<file path="config.mk">
export PLATFORM = sky130hd
export DESIGN_NAME = fb_vport
export DESIGN_NICKNAME = d
export VERILOG_FILES = /design/src/rtl/fb_vport.sv
export SDC_FILE = /design/constraint.sdc
export NUM_CORES = 1
export LEC_CHECK = 0
export CAP_MARGIN = 20
export CELL_PAD_IN_SITES_DETAIL_PLACEMENT = 1
export CELL_PAD_IN_SITES_GLOBAL_PLACEMENT = 2
export CORE_MARGIN = 3
export CORE_UTILIZATION = 51
export CTS_BUF_LIST = sky130_fd_sc_hd__clkbuf_16
export DETAILED_ROUTE_END_ITERATION = 8
export PLACE_DENSITY = 0.82
export SLEW_MARGIN = 20
export SYNTH_ARGS = -nofsm -noshare
export SYNTH_HDL_FRONTEND = slang
export SYNTH_SLANG_ARGS = --single-unit
</file>
<file path="constraint.sdc">
create_clock -name iCLK -period 11.7 [get_ports iCLK]
set_clock_uncertainty 0.15 [all_clocks]
set_input_delay 2.34 -clock iCLK [delete_from_list [all_inputs] [get_ports iCLK]]
set_output_delay 2.34 -clock iCLK [all_outputs]
set_load 0.01 [all_outputs]
</file>
<file path="src/rtl/fb_vport.sv">
// Framebuffer video port: buffers an RGB555 pixel stream in a small FIFO and
// replays it into DVI timing, locking onto the start-of-frame flag.
module fb_vport #(
    parameter int   H_ACTIVE   = 640,
    parameter int   H_FP       = 16,
    parameter int   H_SYNC     = 96,
    parameter int   H_BP       = 48,
    parameter int   V_ACTIVE   = 480,
    parameter int   V_FP       = 10,
    parameter int   V_SYNC     = 2,
    parameter int   V_BP       = 33,
    parameter logic HS_POL     = 1'b0,
    parameter logic VS_POL     = 1'b0,
    parameter int   FIFO_DEPTH = 16
) (
    input  logic        iCLK,
    input  logic        iRESETn,
    input  logic [14:0] iST_DATA,
    input  logic        iST_START,
    input  logic        iST_DV,
    output logic        oST_READY,
    output logic [7:0]  oRED,
    output logic [7:0]  oGRN,
    output logic [7:0]  oBLU,
    output logic        oHS,
    output logic        oVS,
    output logic        oDE,
    output logic        oLOCKED,
    output logic        oERR,
    output logic        oFRAME
);
    localparam int H_TOTAL = H_ACTIVE + H_FP + H_SYNC + H_BP;
    localparam int V_TOTAL = V_ACTIVE + V_FP + V_SYNC + V_BP;
    localparam int HW      = $clog2(H_TOTAL);
    localparam int VW      = $clog2(V_TOTAL);
    localparam int PW      = $clog2(FIFO_DEPTH);
    localparam int CW      = PW + 1;

    localparam logic [HW-1:0] H_ACT_C  = HW'(H_ACTIVE);
    localparam logic [HW-1:0] H_SYNC_S = HW'(H_ACTIVE + H_FP);
    localparam logic [HW-1:0] H_SYNC_E = HW'(H_ACTIVE + H_FP + H_SYNC);
    localparam logic [HW-1:0] H_MAX    = HW'(H_TOTAL - 1);
    localparam logic [VW-1:0] V_ACT_C  = VW'(V_ACTIVE);
    localparam logic [VW-1:0] V_SYNC_S = VW'(V_ACTIVE + V_FP);
    localparam logic [VW-1:0] V_SYNC_E = VW'(V_ACTIVE + V_FP + V_SYNC);
    localparam logic [VW-1:0] V_MAX    = VW'(V_TOTAL - 1);
    localparam logic [CW-1:0] DEPTH_C  = CW'(FIFO_DEPTH);

    typedef enum logic [1:0] {
        ST_SEARCH,
        ST_WAIT_FRAME,
        ST_RUN
    } state_t;

    logic [HW-1:0] r_hcnt;
    logic [VW-1:0] r_vcnt;
    logic [15:0]   r_mem [FIFO_DEPTH];
    logic [PW-1:0] r_wr_ptr;
    logic [PW-1:0] r_rd_ptr;
    logic [CW-1:0] r_count;
    state_t        r_state;
    state_t        w_state_nxt;

    logic [7:0] r_red, r_grn, r_blu;
    logic       r_hs, r_vs, r_de, r_err, r_frame;

    logic        w_de, w_hs_act, w_vs_act, w_origin;
    logic        w_push, w_pop, w_show, w_err, w_empty, w_head_start;
    logic [15:0] w_head;

    function automatic logic [7:0] expand5(input logic [4:0] c);
        return {c, c[4:2]};
    endfunction

    assign w_de     = (r_hcnt < H_ACT_C) && (r_vcnt < V_ACT_C);
    assign w_hs_act = (r_hcnt >= H_SYNC_S) && (r_hcnt < H_SYNC_E);
    assign w_vs_act = (r_vcnt >= V_SYNC_S) && (r_vcnt < V_SYNC_E);
    assign w_origin = (r_hcnt == '0) && (r_vcnt == '0);

    // NOTE: sequential state uses non-blocking assignments so every register samples pre-edge values.
    always_ff @(posedge iCLK or negedge iRESETn) begin
        if (!iRESETn) begin
            r_hcnt <= '0;
            r_vcnt <= '0;
        end else if (r_hcnt == H_MAX) begin
            r_hcnt <= '0;
            r_vcnt <= (r_vcnt == V_MAX) ? '0 : r_vcnt + 1'b1;
        end else begin
            r_hcnt <= r_hcnt + 1'b1;
        end
    end

    assign oST_READY    = (r_count < DEPTH_C);
    assign w_push       = iST_DV && oST_READY;
    assign w_empty      = (r_count == '0);
    assign w_head       = r_mem[r_rd_ptr];
    assign w_head_start = w_head[15];

    // NOTE: the pixel storage has no reset; only pointers and count need clearing to empty it.
    always_ff @(posedge iCLK) begin
        if (w_push) begin
            r_mem[r_wr_ptr] <= {iST_START, iST_DATA};
        end
    end

    always_ff @(posedge iCLK or negedge iRESETn) begin
        if (!iRESETn) begin
            r_wr_ptr <= '0;
            r_rd_ptr <= '0;
            r_count  <= '0;
        end else begin
            if (w_push) r_wr_ptr <= r_wr_ptr + 1'b1;
            if (w_pop)  r_rd_ptr <= r_rd_ptr + 1'b1;
            case ({w_push, w_pop})
                2'b10:   r_count <= r_count + 1'b1;
                2'b01:   r_count <= r_count - 1'b1;
                default: r_count <= r_count;
            endcase
        end
    end

    always_ff @(posedge iCLK or negedge iRESETn) begin
        if (!iRESETn) r_state <= ST_SEARCH;
        else          r_state <= w_state_nxt;
    end

    // NOTE: every output of this block is defaulted first so no latches are inferred.
    always_comb begin
        w_state_nxt = r_state;
        w_pop       = 1'b0;
        w_show      = 1'b0;
        w_err       = 1'b0;
        case (r_state)
            ST_SEARCH: begin
                if (!w_empty) begin
                    if (w_head_start) w_state_nxt = ST_WAIT_FRAME;
                    else              w_pop       = 1'b1;
                end
            end
            ST_WAIT_FRAME: begin
                if (w_origin && !w_empty) begin
                    if (w_head_start) begin
                        w_pop       = 1'b1;
                        w_show      = 1'b1;
                        w_state_nxt = ST_RUN;
                    end else begin
                        w_state_nxt = ST_SEARCH;
                    end
                end
            end
            ST_RUN: begin
                if (w_de) begin
                    if (w_empty) begin
                        w_err       = 1'b1;
                        w_state_nxt = ST_SEARCH;
                    end else if (w_head_start && !w_origin) begin
                        w_err       = 1'b1;
                        w_state_nxt = ST_WAIT_FRAME;
                    end else if (!w_head_start && w_origin) begin
                        w_err       = 1'b1;
                        w_state_nxt = ST_SEARCH;
                    end else begin
                        w_pop  = 1'b1;
                        w_show = 1'b1;
                    end
                end
            end
            default: w_state_nxt = ST_SEARCH;
        endcase
    end

    // Video outputs lag the counters by one clock; pixel and syncs stay aligned.
    always_ff @(posedge iCLK or negedge iRESETn) begin
        if (!iRESETn) begin
            r_red   <= '0;
            r_grn   <= '0;
            r_blu   <= '0;
            r_de    <= 1'b0;
            r_hs    <= ~HS_POL;
            r_vs    <= ~VS_POL;
            r_err   <= 1'b0;
            r_frame <= 1'b0;
        end else begin
            r_red   <= w_show ? expand5(w_head[14:10]) : '0;
            r_grn   <= w_show ? expand5(w_head[9:5])   : '0;
            r_blu   <= w_show ? expand5(w_head[4:0])   : '0;
            r_de    <= w_de;
            r_hs    <= w_hs_act ? HS_POL : ~HS_POL;
            r_vs    <= w_vs_act ? VS_POL : ~VS_POL;
            r_err   <= w_err;
            r_frame <= w_origin;
        end
    end

    assign oRED    = r_red;
    assign oGRN    = r_grn;
    assign oBLU    = r_blu;
    assign oDE     = r_de;
    assign oHS     = r_hs;
    assign oVS     = r_vs;
    assign oERR    = r_err;
    assign oFRAME  = r_frame;
    assign oLOCKED = (r_state == ST_RUN);

endmodule
</file>
Word level (Yosys, flattened, before mapping)
Memories as Yosys holds them, arrays and structs flattened. Cells that the tools add are included.

Bits in registers: 64. Bits in writable memories: 256. Input bits: 19. Output and inout bits: 31. Word-level logic and storage cells: 90. Memories kept: 1.

Memory list: r_mem (words 16, bits a word 16, read ports 1, clocked after Yosys merged registers in 0, wr ports 1, line 57) `logic [15:0] r_mem [FIFO_DEPTH];`.

$add $sub $neg: 6. Magnitude comparators: 7. Equality and inequality tests: 11. Multiplexer cells: 34. Reductions and logical operators: 17.

Operator list (count): two-way mux 8 bit (3); adder 10 x 1 -> 10 bit, second input constant (2); == test 10 bit, second input constant (2); zero test 10 bit (2); < comparator 10 bit, second input constant (2); < comparator 10 x 9 -> 1 bit, second input constant (2); two-way mux 10 bit (2); two-way mux 1 bit (17); two-way mux 2 bit (8); greater-or-equal comparator 10 bit, second input constant (1); greater-or-equal comparator 10 x 9 -> 1 bit, second input constant (1); one-hot mux 5 bit (2 select lines) (1); adder 4 x 1 -> 4 bit, second input constant (2); logical AND 1 bit (8); inequality test 2 bit, second input constant (3); one-hot mux 2 bit (3 select lines) (1); adder 5 x 1 -> 5 bit, second input constant (1); zero test 5 bit (1); < comparator 5 bit, second input constant (1); AND reduction 5 bit (1); subtractor 5 x 1 -> 5 bit, second input constant (1); == test 2 x 1 -> 1 bit, second input constant (2); == test 2 bit, second input constant (2); inequality test 4 x 1 -> 1 bit, second input constant (1); 6 further kinds (8).

Logic depth before layout (Yosys ltp)
Depth after elaboration: 10. Mapped depth: 20. Gate-level depth less buffers: 18.

Least setup slack after synthesis
OpenSTA, ideal clock, no wires.

Path kind: reg-to-reg. Start: register r_rd_ptr[0]. End: register r_count[4]. Library setup time: 0.080 ns. Data arrival time: 4.067 ns. Required time: 11.470 ns. Setup slack: 7.403 ns. Stages on the path, launching flop included: 21. Cells stage by stage: dfrtp_1 > buf_6 > mux2_4 > a222oi_1 > a22o_2 > inv_2 > buf_6 > ha_1 > nand4b_1 > or2_2 > a21boi_4 > buf_6 > a21oi_1 > ha_1 > inv_1 > fa_1 > nor2b_1 > o21ai_0 > and3_1 > nor3_1 > xnor2_1.

Cells in the longest elaborated chain, start to end: 10.

Ends and longest elaborated chain: start: declaration (line 59) `logic [PW-1:0] r_rd_ptr;`; start signal: assignment (line 113) `if (w_pop) r_rd_ptr <= r_rd_ptr + 1'b1;`; memory (16 x 16 bit) *; zero test 1 bit (line 159) `end else if (!w_head_start && w_origin) begin`; logical AND 1 bit (line 159); two-way mux 1 bit (line 159); two-way mux 1 bit (line 156) `end else if (w_head_start && !w_origin) begin`; two-way mux 1 bit (line 153) `if (w_empty) begin`; two-way mux 1 bit (line 152) `if (w_de) begin`; one-hot mux 1 bit (3 select lines) * (line 133) `case (r_state)`; net w_pop (line 68) `logic w_push, w_pop, w_show, w_err, w_empty, w_head_start;`; == test 2 x 1 -> 1 bit / == test 2 bit (equally long branches) (line 114) `case ({w_push, w_pop})`; one-hot mux 5 bit (2 select lines) / nonzero test 2 bit (equally long branches); end signal: assignment (line 115) `2'b10: r_count <= r_count + 1'b1;`; end signal: assignment (line 116) `2'b01: r_count <= r_count - 1'b1;`; end signal: assignment (line 117) `default: r_count <= r_count;`; end: declaration (line 60) `logic [CW-1:0] r_count;`.

The timed path passes the listed nets; every way through them passes the cells marked *. A chain may end at the register's enable or synchronous reset.

Final worst setup path
Ends and elaborated chain as after synthesis.

==> reports/metrics.csv <==
stage,metric,value,unit
final_layout,share of cells above drive strength 1,0.200,
final_layout,Layout Utilization,0.592,
routing,total iterations of the first detailed-routing run,5,
final_layout,diode count,0,
worst_hold_path,hold depth,1,
sta,Hold Fails Final Rpt,0,
clock_network,Post-CTS Setup Inserts,0,
synth,cell accounting for the most synthesized area,edfxtp_1,
synth,largest family of logic cells by synthesized area,multiplexers,
critical_path,Reg-to-Reg End,r_count[4],
sta,RSZ-0062 raised after global routing,false,
routing,initial DRC count,822,
sta,Tcrit/Tclk final,0.511,
routing,Vias,6517,
die,row cnt,57,
worst_hold_path,Hold Path Origin,r_vcnt[8],
pwr,Max IR drop VDD,0.132,mV
synth,Yosys warning count,0,
sta,"Slew Viols, Final",0,
critical_path,Worst R2R Setup Slack,5.72,ns
global_route,pin count of the biggest net entering global routing,64,
synth,Adder-Cell Fraction of Synth Area,0.0191,
clock_network,clk slew on worst S/H paths,0.06,ns
die,Die X,165,um
sta,fmax,167,MHz
final_layout,most frequent cells in the layout,"256 x edfxtp_1, 75 x mux4_2, 51 x dfrtp_1",
global_route,initial antenna violation count,1,
final_layout,Final Cell Area,14500,um2
synth,Synth Register Bits,311,
placement,Routability Congestion,0.891,
critical_path,reg2reg start,r_rd_ptr[0],
sta,setup slack after layout,5.72,ns
clock_network,Sink Count,311,
synth,mux contribution to synthesized area,0.141,
clock_network,Hold Buf Count CTS,0,
synth,Mapped Cells,683,
synth,complex-gate fraction of the synthesized area,0.0290,
global_route,vias in the first global route,6987,
final_layout,area delta synth->final,13.3,%
critical_path,CP Capture Type,flop,
clock_network,Worst-Skew Late Latency,0.56,ns
routing,post-route ant nets,0,
synth,Syn Std Cell Area,12800,um2
synth,synthesized area per cell,18.8,um2
synth,sequential-to-total area share from yosys stat,0.707,
critical_path,CP startpoint kind,flop,
clock_network,CTS tree,built,
critical_path,maximum fanout along the worst path,51,
clock_network,H-Tree Depth,1,
status,outcome,"finished, final reports clean",
die,Die Area,27100,um2
critical_path,kind of critical path,reg2reg,
job,Max Cap Viol,0,
synth,Synth Area in Simple Gates,0.0628,
global_route,grt ovf,0,
synth,Mapped Nets,721,
sta,Tightest Pin Transition,0.983,ns
worst_hold_path,worst hold-check path type,reg2reg,
synth,Post-Synth XOR/XNOR Area,0.0130,
worst_hold_path,Worst Hold Path EP,r_vcnt[8],
final_layout,"most common cell after layout, fill and taps aside",edfxtp_1,
critical_path,Worst Reg-to-Reg Cells,18,
global_route,first-pass GRT wire length,45700,um
routing,Avg WL per Cell,28.1,um
die,CORE AREA,24500,um2
die,Initial Util,0.523,
synth,post-synthesis cell type count,55,
clock_network,number of gates resized after CTS,0,
critical_path,WP data required,12.02,ns
sta,min Tclk post-route,5.98,ns
final_layout,nets@finish,764,
routing,drt total wl,30200,um
routing,vias per inst,6.06,
synth,synth top area cells,"edfxtp_1 60%, mux4_2 13%, dfrtp_1 10%, ha_1 1.8%, and3b_1 1.0%",
routing,DRC viols,0,
global_route,All-Layer GR Usage,0.233,
clock_network,CTS Buffer Depth,3,
placement,pre-CTS setup slack,5.76,ns
synth,share of the synthesized area in the top cell type,0.600,
synth,asr flop ratio synth,0.177,
sta,Setup TNS,0,ns
clock_network,total CTS buffers,31,
synth,Post-synth EDFFs,256,
placement,IO Port Bufs,49,
synth,ys flop type,edfxtp_1,
critical_path,CP arrival,6.30,ns
pwr,pwr/cell area,230,nW/um2
pwr,leak pwr,5.02,nW
sta,Slew Limit Headroom,0.345,
pwr,Overall Power,3.34,mW
clock_network,clk root buf,clkbuf_16,
sta,endpoints failing setup,0,
die,IO Pins,50,
placement,placed cell area,13500,um2
placement,dpl hpwl,19800,um
die,Die Y,165,um
==> how the worst max path moves through the flow <==
stage / from / endpoint / slack, ns / cells after the start
after floorplan: r_rd_ptr[0] / r_count[4] / 7.40 / 20
after global placement: r_rd_ptr[0] / r_count[4] / 6.06 / 18
after detailed placement: r_rd_ptr[0] / r_count[4] / 5.76 / 18
after CTS: r_rd_ptr[0] / r_count[4] / 5.72 / 18
after global routing: r_rd_ptr[0] / r_count[4] / 5.26 / 18
final: r_rd_ptr[0] / r_count[4] / 5.72 / 18
==> per-stage QoR <==
step	instances	hold WS, ns
finish	1075	0.383
global route	1075	0.418
CTS	1075	0.391
detailed placement	1017	0.379
global placement	1017	0.335
floorplan	683	0.315
==> logic make-up (layout without fill, tap and decap cells) <==
logic type | Yosys count | after routing
flops | 311 | 311
simple gates | 134 | 134
mux | 85 | 85
buf+inv | 64 | 132
compound gates | 51 | 51
fa+ha+maj | 19 | 19
xor+xnor | 19 | 19
==> metal layers <==
metal	share of wire	wire length (um)	GRT usage	up-vias
li1	-	-	-	2807
met1	0.43	13100	0.349	3470
met2	0.47	14300	0.362	196
met3	0.066	2000	0.0394	44
met4	0.027	804	0.0591	0
met5	0	0	0	-
==> power by group <==
group | total [mW] | switching, mW | internal (mW) | leakage (nW)
Sequential | 1.36 | 0.0722 | 1.29 | 3.01
Clock | 1.03 | 0.416 | 0.615 | 0.537
Combinational | 0.949 | 0.516 | 0.433 | 1.48
==> Yosys cell counts (7+ instances only) <==
| cell type | instances |
|---|---|
| edfxtp_1 | 256 |
| mux4_2 | 75 |
| dfrtp_1 | 53 |
| nand2_1 | 21 |
| inv_1 | 20 |
| and2_1 | 18 |
| ha_1 | 18 |
| and3b_1 | 15 |
| clkbuf_1 | 15 |
| nand3_1 | 14 |
| o21ai_0 | 14 |
| xnor2_1 | 13 |
| nor2_1 | 12 |
| buf_6 | 11 |
| buf_4 | 9 |
| nor3_1 | 9 |
| nand4_1 | 8 |
| and3_1 | 7 |
==> worst max-delay path, cell delays in order (launching register included) <==
cell,delay [ns]
dfrtp_4,0.67
buf_4,0.84
mux2_2,0.42
a222oi_1,0.29
a22o_2,0.27
inv_2,0.14
ha_1,0.32
nand4b_1,0.24
or2_2,0.41
a21boi_4,0.22
a21oi_1,0.26
ha_1,0.26
inv_1,0.11
fa_1,0.42
nor2b_1,0.17
o21ai_0,0.13
and3_1,0.20
nor3_1,0.20
xnor2_1,0.15
==> flip-flops by register name, indices dropped and copies added, names as in the netlist, 2 cells and up <==
signal and cells:
r_mem 256, r_hcnt 10, r_vcnt 10, oBLU 5
oGRN 5, oRED 5, r_count 5, r_rd_ptr 4
r_wr_ptr 4, r_state 2
==> layout make-up <==
type,instances,area [um2]
Fill cell,2120,10000
Sequential cell,311,9070
Multi-Input combinational cell,308,3390
Clock buffer,31,776
Timing Repair Buffer,53,515
Tap cell,324,405
Clock inverter,27,288
Inverter,21,78.8
No activity file was read; power rests on OpenSTA's default activity.
